$ cat src/rtl/spi_master.sv
`timescale 1ns/1ps
// spi_master: controller-side driver for the 16-bit SPI link (CPOL = 0).
// On an accepted start it selects the slave and shifts one word out MSB-first.
// It captures the returned word on each SCK falling edge and publishes it
// when the frame closes. SCK is divided down from clk_100 so that the slave's
// 2-flop SCK edge detector can follow it.
module spi_master #(
  parameter int HALF_DIV = 10,  // SCK half-period in clk_100 cycles (min 6)
  parameter int LEAD     = 10,  // SPISTE fall to first SCK rise (min 2)
  parameter int GAP      = 10   // minimum SPISTE-high cycles between frames (min 2)
) (
  input  logic        clk_100,
  input  logic        RST,
  input  logic        start,
  input  logic [15:0] txd_data,
  output logic        busy,
  output logic        SPISTE,
  output logic        SCK,
  output logic        SPISIMO,
  input  logic        SPISOMI,
  output logic [15:0] rxd_data,
  output logic        rxd_flag
);

  localparam int CNT_W       = 16;
  localparam int SYNC_STAGES = 2;

  // Phase counter reload values: a phase of N cycles loads N-1 and ends at zero.
  localparam logic [CNT_W-1:0] HALF_LOAD = CNT_W'(HALF_DIV - 1);
  localparam logic [CNT_W-1:0] LEAD_LOAD = CNT_W'(LEAD - 1);
  localparam logic [CNT_W-1:0] GAP_LOAD  = CNT_W'(GAP - 1);

  typedef enum logic [2:0] {
    ST_IDLE,
    ST_LEAD,
    ST_HIGH,
    ST_LOW,
    ST_TAIL,
    ST_GAP
  } state_t;

  state_t                 state_reg;
  logic [CNT_W-1:0]       phase_cnt_reg;
  logic [3:0]             bit_cnt_reg;
  logic [15:0]            tx_sr_reg;
  logic [15:0]            rx_sr_reg;
  logic [SYNC_STAGES-1:0] somi_sync_reg;

  logic phase_done;
  logic somi_sync;

  assign phase_done = (phase_cnt_reg == '0);
  assign somi_sync  = somi_sync_reg[SYNC_STAGES-1];

  // SPISOMI is asynchronous to clk_100, so it is passed through a flop chain
  // before the shift register samples it.
  genvar gi;
  generate
    for (gi = 0; gi < SYNC_STAGES; gi++) begin : g_somi_sync
      if (gi == 0) begin : g_first
        // First synchronizer stage samples the raw pin.
        always_ff @(posedge clk_100 or posedge RST) begin
          if (RST) begin
            somi_sync_reg[gi] <= 1'b0;
          end else begin
            somi_sync_reg[gi] <= SPISOMI;
          end
        end
      end else begin : g_next
        // Later stages resolve metastability from the previous stage.
        always_ff @(posedge clk_100 or posedge RST) begin
          if (RST) begin
            somi_sync_reg[gi] <= 1'b0;
          end else begin
            somi_sync_reg[gi] <= somi_sync_reg[gi-1];
          end
        end
      end
    end
  endgenerate

  // Frame sequencer: every output is registered so the pins are glitch-free.
  always_ff @(posedge clk_100 or posedge RST) begin
    if (RST) begin
      state_reg     <= ST_IDLE;
      phase_cnt_reg <= '0;
      bit_cnt_reg   <= 4'd0;
      tx_sr_reg     <= 16'h0000;
      rx_sr_reg     <= 16'h0000;
      busy          <= 1'b0;
      SPISTE        <= 1'b1;
      SCK           <= 1'b0;
      SPISIMO       <= 1'b0;
      rxd_data      <= 16'h0000;
      rxd_flag      <= 1'b0;
    end else begin
      rxd_flag <= 1'b0;
      case (state_reg)
        ST_IDLE: begin
          // start is only looked at here, so requests during a frame are dropped.
          if (start) begin
            tx_sr_reg     <= txd_data;
            rx_sr_reg     <= 16'h0000;
            SPISTE        <= 1'b0;
            SPISIMO       <= txd_data[15];
            bit_cnt_reg   <= 4'd0;
            phase_cnt_reg <= LEAD_LOAD;
            busy          <= 1'b1;
            state_reg     <= ST_LEAD;
          end
        end

        ST_LEAD: begin
          if (phase_done) begin
            SCK           <= 1'b1;
            phase_cnt_reg <= HALF_LOAD;
            state_reg     <= ST_HIGH;
          end else begin
            phase_cnt_reg <= phase_cnt_reg - CNT_W'(1);
          end
        end

        ST_HIGH: begin
          // The falling edge samples the bit the slave put out after the rise,
          // and launches the next MOSI bit so it is settled for the next rise.
          if (phase_done) begin
            SCK           <= 1'b0;
            rx_sr_reg     <= {rx_sr_reg[14:0], somi_sync};
            phase_cnt_reg <= HALF_LOAD;
            if (bit_cnt_reg == 4'd15) begin
              state_reg <= ST_TAIL;
            end else begin
              bit_cnt_reg <= bit_cnt_reg + 4'd1;
              tx_sr_reg   <= {tx_sr_reg[14:0], 1'b0};
              SPISIMO     <= tx_sr_reg[14];
              state_reg   <= ST_LOW;
            end
          end else begin
            phase_cnt_reg <= phase_cnt_reg - CNT_W'(1);
          end
        end

        ST_LOW: begin
          if (phase_done) begin
            SCK           <= 1'b1;
            phase_cnt_reg <= HALF_LOAD;
            state_reg     <= ST_HIGH;
          end else begin
            phase_cnt_reg <= phase_cnt_reg - CNT_W'(1);
          end
        end

        ST_TAIL: begin
          // Hold SCK low for a full half-period before releasing the slave.
          if (phase_done) begin
            SPISTE        <= 1'b1;
            rxd_data      <= rx_sr_reg;
            rxd_flag      <= 1'b1;
            phase_cnt_reg <= GAP_LOAD;
            state_reg     <= ST_GAP;
          end else begin
            phase_cnt_reg <= phase_cnt_reg - CNT_W'(1);
          end
        end

        ST_GAP: begin
          // SPISTE high long enough for the slave to reset its bit counters.
          if (phase_done) begin
            busy      <= 1'b0;
            state_reg <= ST_IDLE;
          end else begin
            phase_cnt_reg <= phase_cnt_reg - CNT_W'(1);
          end
        end

        default: begin
          busy      <= 1'b0;
          SPISTE    <= 1'b1;
          SCK       <= 1'b0;
          state_reg <= ST_IDLE;
        end
      endcase
    end
  end

endmodule

$ cat config.mk
export PLATFORM = sky130hd
export DESIGN_NAME = spi_master
export DESIGN_NICKNAME = d
export VERILOG_FILES = /design/src/rtl/spi_master.sv
export SDC_FILE = /design/constraint.sdc
export NUM_CORES = 1
export LEC_CHECK = 0
export BUFFER_PORTS_ARGS = -buffer_cell sky130_fd_sc_hd__buf_2
export CAP_MARGIN = 30
export CORE_MARGIN = 5
export CORE_UTILIZATION = 59
export DETAILED_ROUTE_END_ITERATION = 8
export PLACE_DENSITY = 0.87
export SLEW_MARGIN = 40
export SYNTH_ARGS = -nofsm -noshare
export SYNTH_HDL_FRONTEND = slang
export SYNTH_SLANG_ARGS = --single-unit
export TNS_END_PERCENT = 1
$ cat constraint.sdc
create_clock -name clk_100 -period 4.2 [get_ports clk_100]
set_input_delay 0.21 -clock clk_100 [delete_from_list [all_inputs] [get_ports clk_100]]
set_output_delay 0.21 -clock clk_100 [all_outputs]
set_load 0.05 [all_outputs]
==> impl_metrics.yaml <==
detailed_routing:
  firstDrtPassIters: 4
  routedWlPerCell_um: 16.2
  num_vias: 2778
  drc: 0
  ant_nets: 0
  drt_iter0_drc: 177
  vias_per_cell: 5.94
  routed_wl_um: 7600
worst_setup_path:
  cp-end-kind: "flip-flop"
  critPathLaunchType: "flip-flop"
  r2r_cells: 5
  reg2reg_slack_ns: 1.66
  critPathMaxFanout: 32
  cp.required_ns: 4.40
  arrival_ns: 2.75
  worstReg2RegEnd: "rx_sr_reg[6]"
  crit_type: "reg2reg"
  reg2reg_from: "state_reg[2]"
yosys:
  synthSimpleGateAreaFrac: 0.188
  async_reset_ff_frac: 1.00
  synth_compound_area_frac: 0.158
  synth_top_family_by_area: "simple AND/OR/NAND/NOR gates"
  synth.most_common_cell: "dfrtp_1"
  ys_types: 54
  synth.ff_latch_count: 77
  ys_top_cells_by_count: "dfrtp_1 (76), nand2_1 (42), nor2_1 (36)"
  synth_area_sq_um: 3660
  synth_top_cell_area_share: 0.520
  synthMuxAreaShare: 0.0551
  synthXorXnorAreaFrac: 0.0287
  syn_inst: 350
  ys_warn_count: 0
  synth_area_leaders: "dfrtp_1 (52%), nand2_1 (4.3%), nor2_1 (3.7%)"
  ys.flop_type: "dfrtp_1"
  synth_fa_ha_area_frac: 0.0103
  synth-seq-area-share: 0.527
  avgSynthCellArea_sq_um: 10.4
  yosys.area.top_type: "dfrtp_1"
  synth_nets: 373
  synth-edff-count: 0
sta:
  fin_skew_ns: 0.0114
  fin_crit_sh: 0.606
  hold_viol: 0
  period_needed_ns: 2.54
  clock.fmax_mhz: 393
  finalWorstSetupSlack_ns: 1.66
  rsz0062_at_grt: "no"
  worst_slew_pin_slew_ns: 0.727
  holdWs_ns: 0.102
  finalSetupTns_ns: 0
  slew_headroom: 0.515
  slew_viol_final: 0
  final-setup-viol-count: 0
power_and_ir_drop:
  total_power_mw: 2.42
  p_sw_frac: 0.370
  pwr-share-comb: 0.297
  p_int_mw: 1.52
  seq_power_share: 0.438
  power_switching_mw: 0.894
  clock_power_share: 0.266
  p_per_area_nw_per_um2: 582
  p_leak_nw: 1.85
  peakVddDrop_v: 0.000387
placement:
  place_inst: 450
  place_ws_ns: 1.68
  hpwl_um: 5080
  port_buffers: 40
  gp_congestion: 0.793
  dpl_cell_area_sq_um: 3900
finish:
  num_antenna_cells: 0
  design_area_sq_um: 4150
  layout.cells.non_filler: 468
  synthToLayoutAreaGrowth_pct: 13.6
  drive_gt1_frac: 0.237
  nets: 411
  final_core_util: 0.693
cts:
  cts_buffer_depth: 2
  clock_latency_ns: 0.36
  cts_resized: 0
  cts.clk_slew.worst_paths_ns: 0.08
  postCtsSetupBuffers: 0
  cts_hold_buf: 2
  cts_made_buffers: 9
  cts_tree: "built"
  clock-sinks: 77
  cts.htree.levels: 3
  cts-root-buf: "clkbuf_8"
floorplanning:
  fp.dieW_um: 88.7
  dieArea_sq_um: 7870
  initial_core_util: 0.610
  core_area_sq_um: 5990
  ioPinCount: 41
  die_h_um: 88.7
  rows: 28
min_path:
  worstHoldPathCells: 2
  hold_path_end: "tx_sr_reg[0]"
  min_from: "txd_data[0]"
  hold_path.class: "in2reg"
grt:
  grt_pass1_vias: 2751
  grt.total_usage: 0.216
  antenna_found_initial: 1
  grt_max_degree: 56
  grt_pass1_wl_um: 13100
  grt_overflow: 0
run:
  maxCapViolCount: 0
status:
  status: "completed"
power by group through the flow:
| stage | Sequential, mW | Combinational, mW | Clock, mW |
|---|---|---|---|
| floorplan | 1.03 | 0.586 | 0 |
| global placement | 1.05 | 0.676 | 0 |
| detailed placement | 1.06 | 0.709 | 0 |
| CTS | 1.05 | 0.720 | 0.650 |
| global route | 1.08 | 0.812 | 0.680 |
| finish | 1.06 | 0.717 | 0.642 |
how the worst max path moves through the flow:
stage | from | endpoint | slack, ns | cells after the start
2_1_floorplan | RST | SCK | 2.02 | 1
3_3_place_gp | state_reg[2] | rx_sr_reg[11] | 1.55 | 5
3_5_place_dp | state_reg[2] | rx_sr_reg[12] | 1.68 | 5
4_1_cts | state_reg[2] | rx_sr_reg[12] | 1.68 | 5
5_1_grt | state_reg[2] | rx_sr_reg[6] | 1.40 | 5
6_report | state_reg[2] | rx_sr_reg[6] | 1.66 | 5
kinds of logic (layout without fill, tap and decap cells):
logic type / after synthesis / in the layout
xor+xnor: 12 / 12
buf+inv: 24 / 67
fa+ha+maj: 3 / 3
flops: 77 / 77
simple gates: 128 / 128
mux: 18 / 18
compound gates: 88 / 88
cell type report:
class / instances / area [sq um]
flip-flops and latches: 77 / 1930
fillers: 423 / 1840
multi-input cells: 249 / 1630
repair buffers: 45 / 243
clock buffers: 10 / 138
clock inverters: 6 / 93.8
well taps: 75 / 93.8
inverters: 6 / 25.0
layout by cell type (no fill, tap or decap), types with 2 or more instances in the layout:
cell            n
buf_4           3
o211ai_1        3
nor4_1          2
o21ai_0        27
nor2_2          3
xnor2_1         6
and2_1          2
a211oi_1        2
mux2_2         11
dfrtp_1        76
dlygate4sd3_1   2
bufinv_16       2
or3_4           3
nand3_2         2
nor3_1          9
nor2_1         36
xor2_1          6
o22ai_1        18
clkinv_4        2
clkbuf_8       10
nand2_1        42
inv_1           5
mux2_1          6
or3_1           2
nand3b_1        2
nor4_2          2
nand2b_1        4
buf_2          40
a22o_1          2
nand4_1         6
a2111oi_4       3
ha_1            3
a21oi_1        25
worst max-delay path: stages, from the launching register on:
cell and delay, ns:
dfrtp_1 0.73, nor2_1 0.15, and2_1 0.43, buf_4 0.33, a21oi_4 0.55, o21ai_0 0.21
layer usage:
layer,track usage,up-vias,share of wire
li1,-,1326,-
met1,0.285,1335,0.43
met2,0.342,92,0.48
met3,0.0540,23,0.061
met4,0.0907,2,0.022
met5,0,-,0.00066
No activity file was read; power rests on OpenSTA's default activity.
